[src/rtl/vdc_iter_32bit.sv]
// vdc_iter_32bit: iterative van der Corput index generator.
// Keeps a 32-bit sequence index and returns its radical inverse in BASE,
// scaled to SCALE digits. Each result takes SCALE cycles to compute.
//
// Ports:
//   clk     in   1  rising-edge clock
//   rst     in   1  asynchronous active-high reset
//   pop     in   1  request next value (taken only while ready=1)
//   reseed  in   1  load the index counter from seed (any state)
//   seed    in  32  new index value
//   ready   out  1  idle and able to take pop
//   valid   out  1  one-cycle pulse; vdc_out/k_out are new
//   vdc_out out 32  radical inverse, 0..BASE**SCALE-1
//   k_out   out 32  index that produced vdc_out
module vdc_iter_32bit #(
  parameter int BASE  = 3,
  parameter int SCALE = 7
) (
  input  logic        clk,
  input  logic        rst,
  input  logic        pop,
  input  logic        reseed,
  input  logic [31:0] seed,
  output logic        ready,
  output logic        valid,
  output logic [31:0] vdc_out,
  output logic [31:0] k_out
);

  function automatic logic [63:0] f_pow(input int b, input int e);
    logic [63:0] p;
    p = 64'd1;
    for (int i = 0; i < e; i++) p = p * 64'(b);
    return p;
  endfunction

  localparam logic [63:0] LP_RANGE = f_pow(BASE, SCALE);

  // acc must fit in 32 bits, so BASE**SCALE has to stay below 2**32.
  generate
    if (BASE < 2 || BASE > 16 || SCALE < 1 || SCALE > 32 ||
        LP_RANGE >= 64'h1_0000_0000) begin : g_bad_param
      $error("vdc_iter_32bit: illegal BASE/SCALE");
    end
  endgenerate

  localparam logic [5:0]  LP_LAST = 6'(SCALE - 1);
  localparam logic [31:0] LP_BASE = 32'(BASE);

  typedef enum logic [1:0] {
    S_IDLE,
    S_CALC,
    S_DONE
  } state_t;

  state_t      r_state;
  logic        r_ready;
  logic        r_valid;
  logic [31:0] r_cnt;
  logic [31:0] r_wk;
  logic [31:0] r_acc;
  logic [31:0] r_idx;
  logic [5:0]  r_dc;
  logic [31:0] r_vdc;
  logic [31:0] r_k;

  logic [31:0] w_cnt_next;
  logic [31:0] w_k_new;
  logic [31:0] w_q;
  logic [31:0] w_r;
  logic [31:0] w_acc_next;

  // reseed wins over the stored count when both it and pop arrive in IDLE.
  assign w_cnt_next = reseed ? seed : r_cnt;
  assign w_k_new    = w_cnt_next + 32'd1;

  // Constant divisor: synthesis reduces these to fixed logic.
  assign w_q        = r_wk / LP_BASE;
  assign w_r        = r_wk % LP_BASE;
  // Horner step: the least significant digit of k ends up most significant.
  assign w_acc_next = r_acc * LP_BASE + w_r;

  always_ff @(posedge clk or posedge rst) begin
    if (rst) begin
      r_state <= S_IDLE;
      r_ready <= 1'b1;
      r_valid <= 1'b0;
      r_cnt   <= '0;
      r_wk    <= '0;
      r_acc   <= '0;
      r_idx   <= '0;
      r_dc    <= '0;
      r_vdc   <= '0;
      r_k     <= '0;
    end else begin
      unique case (r_state)
        S_IDLE: begin
          r_valid <= 1'b0;
          if (pop) begin
            r_cnt   <= w_k_new;
            r_wk    <= w_k_new;
            r_idx   <= w_k_new;
            r_acc   <= '0;
            r_dc    <= '0;
            r_ready <= 1'b0;
            r_state <= S_CALC;
          end else begin
            r_cnt   <= w_cnt_next;
            r_ready <= 1'b1;
          end
        end
        S_CALC: begin
          // Counter may be reseeded; the job in flight uses r_wk/r_idx.
          if (reseed) r_cnt <= seed;
          r_acc <= w_acc_next;
          r_wk  <= w_q;
          r_dc  <= r_dc + 6'd1;
          // Fixed SCALE iterations, even once r_wk has reached zero.
          if (r_dc == LP_LAST) begin
            r_vdc   <= w_acc_next;
            r_k     <= r_idx;
            r_valid <= 1'b1;
            r_state <= S_DONE;
          end
        end
        S_DONE: begin
          if (reseed) r_cnt <= seed;
          r_valid <= 1'b0;
          r_ready <= 1'b1;
          r_state <= S_IDLE;
        end
        default: begin
          r_valid <= 1'b0;
          r_ready <= 1'b1;
          r_state <= S_IDLE;
        end
      endcase
    end
  end

  assign ready   = r_ready;
  assign valid   = r_valid;
  assign vdc_out = r_vdc;
  assign k_out   = r_k;

endmodule

[config.mk]
export PLATFORM = sky130hd
export DESIGN_NAME = vdc_iter_32bit
export DESIGN_NICKNAME = d
export VERILOG_FILES = /design/src/rtl/vdc_iter_32bit.sv
export SDC_FILE = /design/constraint.sdc
export NUM_CORES = 1
export LEC_CHECK = 0
export ABC_AREA = 1
export ABC_CLOCK_PERIOD_IN_PS = 16100
export BUFFER_PORTS_ARGS = -buffer_cell sky130_fd_sc_hd__buf_2
export CAP_MARGIN = 10
export CORE_AREA = 4 4 181 183
export DETAILED_ROUTE_END_ITERATION = 10
export DIE_AREA = 0 0 185 187
export HOLD_SLACK_MARGIN = 0.03
export PLACE_DENSITY = 0.62
export REMOVE_ABC_BUFFERS = 1
export SLEW_MARGIN = 20
export SYNTH_ARGS = -nofsm -noshare
export SYNTH_HDL_FRONTEND = slang
export SYNTH_SLANG_ARGS = --single-unit
[constraint.sdc]
create_clock -name clk -period 16.1 [get_ports clk]
set_clock_uncertainty 0.05 [all_clocks]
set_input_delay 2.415 -clock clk [delete_from_list [all_inputs] [get_ports clk]]
set_output_delay 2.415 -clock clk [all_outputs]
set_load 0.005 [all_outputs]
Word level (Yosys, flattened, before mapping):

Cells that the tools add are included.
W data, S select, Z words.

* reductions and logical operators: 8
* div/mod/pow operators: 2
* add/sub/neg operators: 3
* eq/ne operators: 5
* multiplexer cells: 16
* $mul: 1

Operators by type and width (count)
* $pmux W32 S2: 3
* $mux W32: 4
* $add A32 B1 Y32 const B: 1
* $add A32 B32 Y32: 1
* $div A32 B2 Y32 const B: 1
* $mod A32 B2 Y32 const B: 1
* $mul A32 B2 Y32 const B: 1
* $pmux W6 S2: 1
* $reduce_and A2 Y1: 4
* $add A6 B1 Y6 const B: 1
* $eq A6 B3 Y1 const B: 1
* $mux W6: 1
* $mux W2: 2
* $ne A2 B2 Y1 const B: 2
* $pmux W2 S2: 1
* $reduce_bool A2 Y1: 2
* $mux W1: 3
* $eq A2 B1 Y1 const B: 1
* $eq A2 B2 Y1 const B: 1
* $logic_not A2 Y1: 1
* $pmux W1 S2: 1
* $reduce_or A2 Y1: 1

* word-level logic and storage cells: 45
* register bits after elaboration: 202
* output and inout bits: 66
* bits of input ports: 36

Longest topological paths before layout:

* depth after elaboration: 4
* depth in mapped cells: 121
* gate-level depth less buffers: 121

Least setup slack after synthesis:

Ideal clock, no wire load.

* path kind: reg-to-reg
* from: register r_wk[31]
* to: register r_acc[31]
* slack: 4.087 ns
* clock period less this slack: 12.013 ns
* library setup time: 0.117 ns
* stages on the path, launching flop included: 118
* arrival: 11.846 ns
* path through: dfrtp_1 > inv_1 > nand3_1 > nand2_1 > nand2_1 > nand3_1 > nand2_1 > nand2_1 > nand3_2 > nand2_1 > nand2_1 > nand2_1 > o21ai_1 > nand2_2 > inv_1 > o21bai_1 > nand3_1 > nand2_1 > (+82 left out) > o31ai_1 > a21oi_1 > o21ai_0 > a21oi_1 > o21ai_0 > a21oi_1 > nor2_1 > nor2_1 > o31ai_1 > xor2_1 > xor2_1 > nand3_1 > nand2_1 > inv_1 > nand3_1 > nand2_1 > nand2_1 > nand2_1

* longest elaborated chain between the ends: 3

Ends and longest elaborated chain
* from (decl): line 60 `logic [31:0] r_wk;`
* from (signal assigned): line 101 `r_wk <= w_k_new;`
* from (signal assigned): line 116 `r_wk <= w_q;`
* $mod A32 B2 Y32: line 79 `assign w_r = r_wk % LP_BASE;`
* $add A32 B32 Y32: line 81 `assign w_acc_next = r_acc * LP_BASE + w_r;`
* $pmux W32 S2: line 96 `unique case (r_state)`
* to (signal assigned): line 115 `r_acc <= w_acc_next;`
* to (decl): line 61 `logic [31:0] r_acc;`

No other way between the ends.
A chain may end at the register's enable or synchronous reset.

Worst setup path in the final report:

* from: register r_wk[31]
* to: register r_vdc[31], in the netlist vdc_out[31]

* longest elaborated chain between the ends: 2

Ends and longest elaborated chain
* $mod A32 B2 Y32: line 79
* $add A32 B32 Y32: line 81
* to (signal assigned): line 120 `r_vdc <= w_acc_next;`
* to (decl): line 64 `logic [31:0] r_vdc;`

No other way between the ends.

==> results.md <==
- Status: finished clean
- RR Endpoint: vdc_out[31]
- Clock transition at path regs: 0.06 ns
- Max Cap Viol: 0
- Clock root cell: clkbuf_16
- Simple-gate share of the synthesized area: 20.9%
- Detailed Routing Iterations Pass 1: 5
- Vias: 10.5k
- Residual DRC: 0
- Yosys reg bits: 202
- Nets@finish: 1777
- Most used cell, CP: nand2_1
- Core Region: 0.0312 mm^2
- Hold Path Origin: k_out[31]
- Worst setup startpoint: r_wk[31]
- Mapped Cells: about 1.6k
- Die Y: 187 um
- Type of the worst setup path: register to register
- Crit-path max cell delay: 0.43 ns
- Setup Fix Bufs, Post-CTS: 0
- Endpoint class of the critical path: register
- Wire per inst: 14.3 um
- Via density: 5.04
- FFs w/ async S/R, synth: between 90% and 100%
- Worst slew margin relative to its limit: about a third
- Setup TNS: 0 ns
- RePlAce Congestion: 0.860
- DR iter-0 viols: about 570
- Clock period minus worst slack: 13.67 ns
- Syn avg cell area: 7.77 um^2
- Multi-input gate area: 0.00632 mm^2
- CTS resizes: 0
- Clk sinks: 202
- Commonest cells in the netlist: nand2_1, o21ai_0, dfrtp_1
- First-pass GRT wire length: 51.2 mm
- Worst skew pair latency: roughly 0.52 ns
- Mapped Area: approximately 0.012 mm^2
- H-tree levels: 1
- GRT overflow: 0
- ANT cells: 0
- CP arrival: 14.08 ns
- Hold Path Class: register to register
- Max Root-Sink Buffers: 3
- Startpoint types: register
- EDFF count, synth: 0
- RSZ-0062 raised after global routing: false
- CP bufs+invs: 14
- Starting density of the core: 39.6%
- Tot GR Track Use: roughly 18%
- Synth top area share: 40.6%
- Clock tree from TritonCTS: done
- R2r worst-path depth: ~120
- TritonCTS buffer count: 25
- DRT Wirelength: roughly 30 mm
- Row count: 65
- Critical-path maximum fanout: 5
- Critical Path End: vdc_out[31]
- Vias in the first global route: 10.4k
- Die Area: 0.0346 mm^2
- Crit-path leading delay family: simple AND/OR/NAND/NOR gates
- CP max-delay cell: fa_1
- Final Util: between 40% and 50%
- Largest net degree at the start of global routing: between 100 and 150
- Ports: 102
- Initial antenna violation count: 0
- Fraction of layout cells with a size suffix above 1: 13.2%
- Largest family of logic cells by synthesized area: simple AND/OR/NAND/NOR gates
- Synth area leaders: dfrtp_1, nand2_1, o21ai_0
- Post-synthesis compound-gate area fraction: between 15 and 20%
- Final Hold Vio Count: 0
- Area grow syn2layout: 13.8%
- Adder-Cell Fraction of Synth Area: 8.96%
- Synth Flop Type: dfrtp_1
- Peak Freq: 0.0731 GHz
- Post-synthesis xor/xnor area fraction: about 3.5%
- Post-synthesis mux area share: 0.0809%
- CP Depth: 118
- Origin of the critical flop-to-flop path: r_wk[31]
- Flop2flop setup slack: about 2.4 ns
- Final period util: 84.9%
- Cell with the most instances after synthesis: nand2_1
- Chip width: 185 um
- Post-DP HPWL: 20.6 mm
- Hold-fix buffers at CTS: 0
- Reg area: 0.00506 mm^2
- Library cells used by synthesis: 41
- Worst Max-Slew Pin Slew: 0.989 ns
- Sequential area share after synthesis: 40.8%
- Yosys warns: 0
- IO buf count: 101
- Synth area leader: dfrtp_1
- Final setup viols: 0
- FILL cells: 3162
- CP required: 16.51 ns
- Max-slew violation count: 0
- Detail Route Antenna Nets: 0
sequential cells by signal, summed over array words and instances (netlist names):
name / count
r_acc: 32
r_cnt: 32
r_state: 2
vdc_out: 32
k_out: 32
r_dc: 6
ready: 1
valid: 1
r_idx: 32
r_wk: 32
kinds of logic after synthesis:
kind of cell | after synthesis
multiplexers | 1
AO/OA/AOI/OAI | 388
buffers and inverters | 270
flip-flops | 202
adder cells (fa/ha/maj) | 70
XOR/XNOR | 50
AND/OR/NAND/NOR | 613
worst register-to-register path: cells and delay by family (launching register included):
kind	cells	cell delay (ns)
and+or+nand+nor	73	6.85
xor gates and xnor gates	2	0.40
AOI/OAI and AO/OA	24	3.73
adders and majority gates	5	1.24
DFF	1	0.40
buffers and inverters	14	0.96
cells in the final DEF (no fill, tap or decap), types with 2 or more instances in the layout:
master      count
a211oi_1        2
a21oi_1        72
a31oi_1         2
buf_2         101
buf_4          10
bufinv_16       3
clkbuf_1        4
clkbuf_16      25
clkbuf_8        3
clkinv_1        3
clkinv_2        7
clkinvlp_4      3
dfrtp_1       201
fa_1           31
ha_1           39
inv_1         191
inv_2          13
nand2_1       399
nand2_2        14
nand3_1        65
nand3_2        15
nand4_1         8
nor2_1         92
nor2_2          2
nor3_1          9
nor4_1          3
o211ai_1       13
o21ai_0       206
o21ai_1        23
o21ai_2         7
o21bai_1        5
o21bai_2       10
o22ai_1        42
o31ai_1         2
or2_2           2
xnor2_1        17
xor2_1         33
routing by layer:
metal  part of all wire, %  routed length [um]  GRT usage [%]  vias to the layer above
met5                     0                   0              0                        -
met3                   4.2                1260           2.41                       46
met2                    47               14000           29.7                      213
met4                   2.8                 850           4.80                        0
li1                      -                   -              -                     5340
met1                    46               13900           23.7                     4949
how the worst min path moves through the flow:
stage                     end  slack (ns)  cells after the start
finish              k_out[31]        0.42                      2
global route        k_out[17]        0.44                      2
CTS                 k_out[31]        0.42                      2
detailed placement  k_out[31]        0.40                      2
global placement    k_out[31]        0.40                      2
floorplan            r_cnt[3]        0.40                      2
stage by stage:
stage | cell area (um^2) | worst slack, ns | hold slack, ns | std cells
finish | 14100 | 2.43 | 0.416 | 2091
global route | 14100 | 0.501 | 0.436 | 2091
CTS | 14100 | 2.38 | 0.419 | 2091
detailed placement | 13300 | 2.50 | 0.404 | 2046
global placement | 13300 | 2.84 | 0.399 | 2046
floorplan | 12100 | 4.07 | 0.399 | 1533
final cells by class:
| class | instances | share of cell area, % |
|---|---|---|
| clock inverter | 13 | 1.07 |
| inverter | 209 | 5.63 |
| sequential | 202 | 35.9 |
| clock buffer | 32 | 4.84 |
| multi-input combinational | 1122 | 44.9 |
| tap | 402 | 3.57 |
| timing repair buffer | 111 | 4.12 |
Power is left out: the tool's default activity adds up to more than one toggle a clock period on the data nets, which glitch-free logic cannot reach.
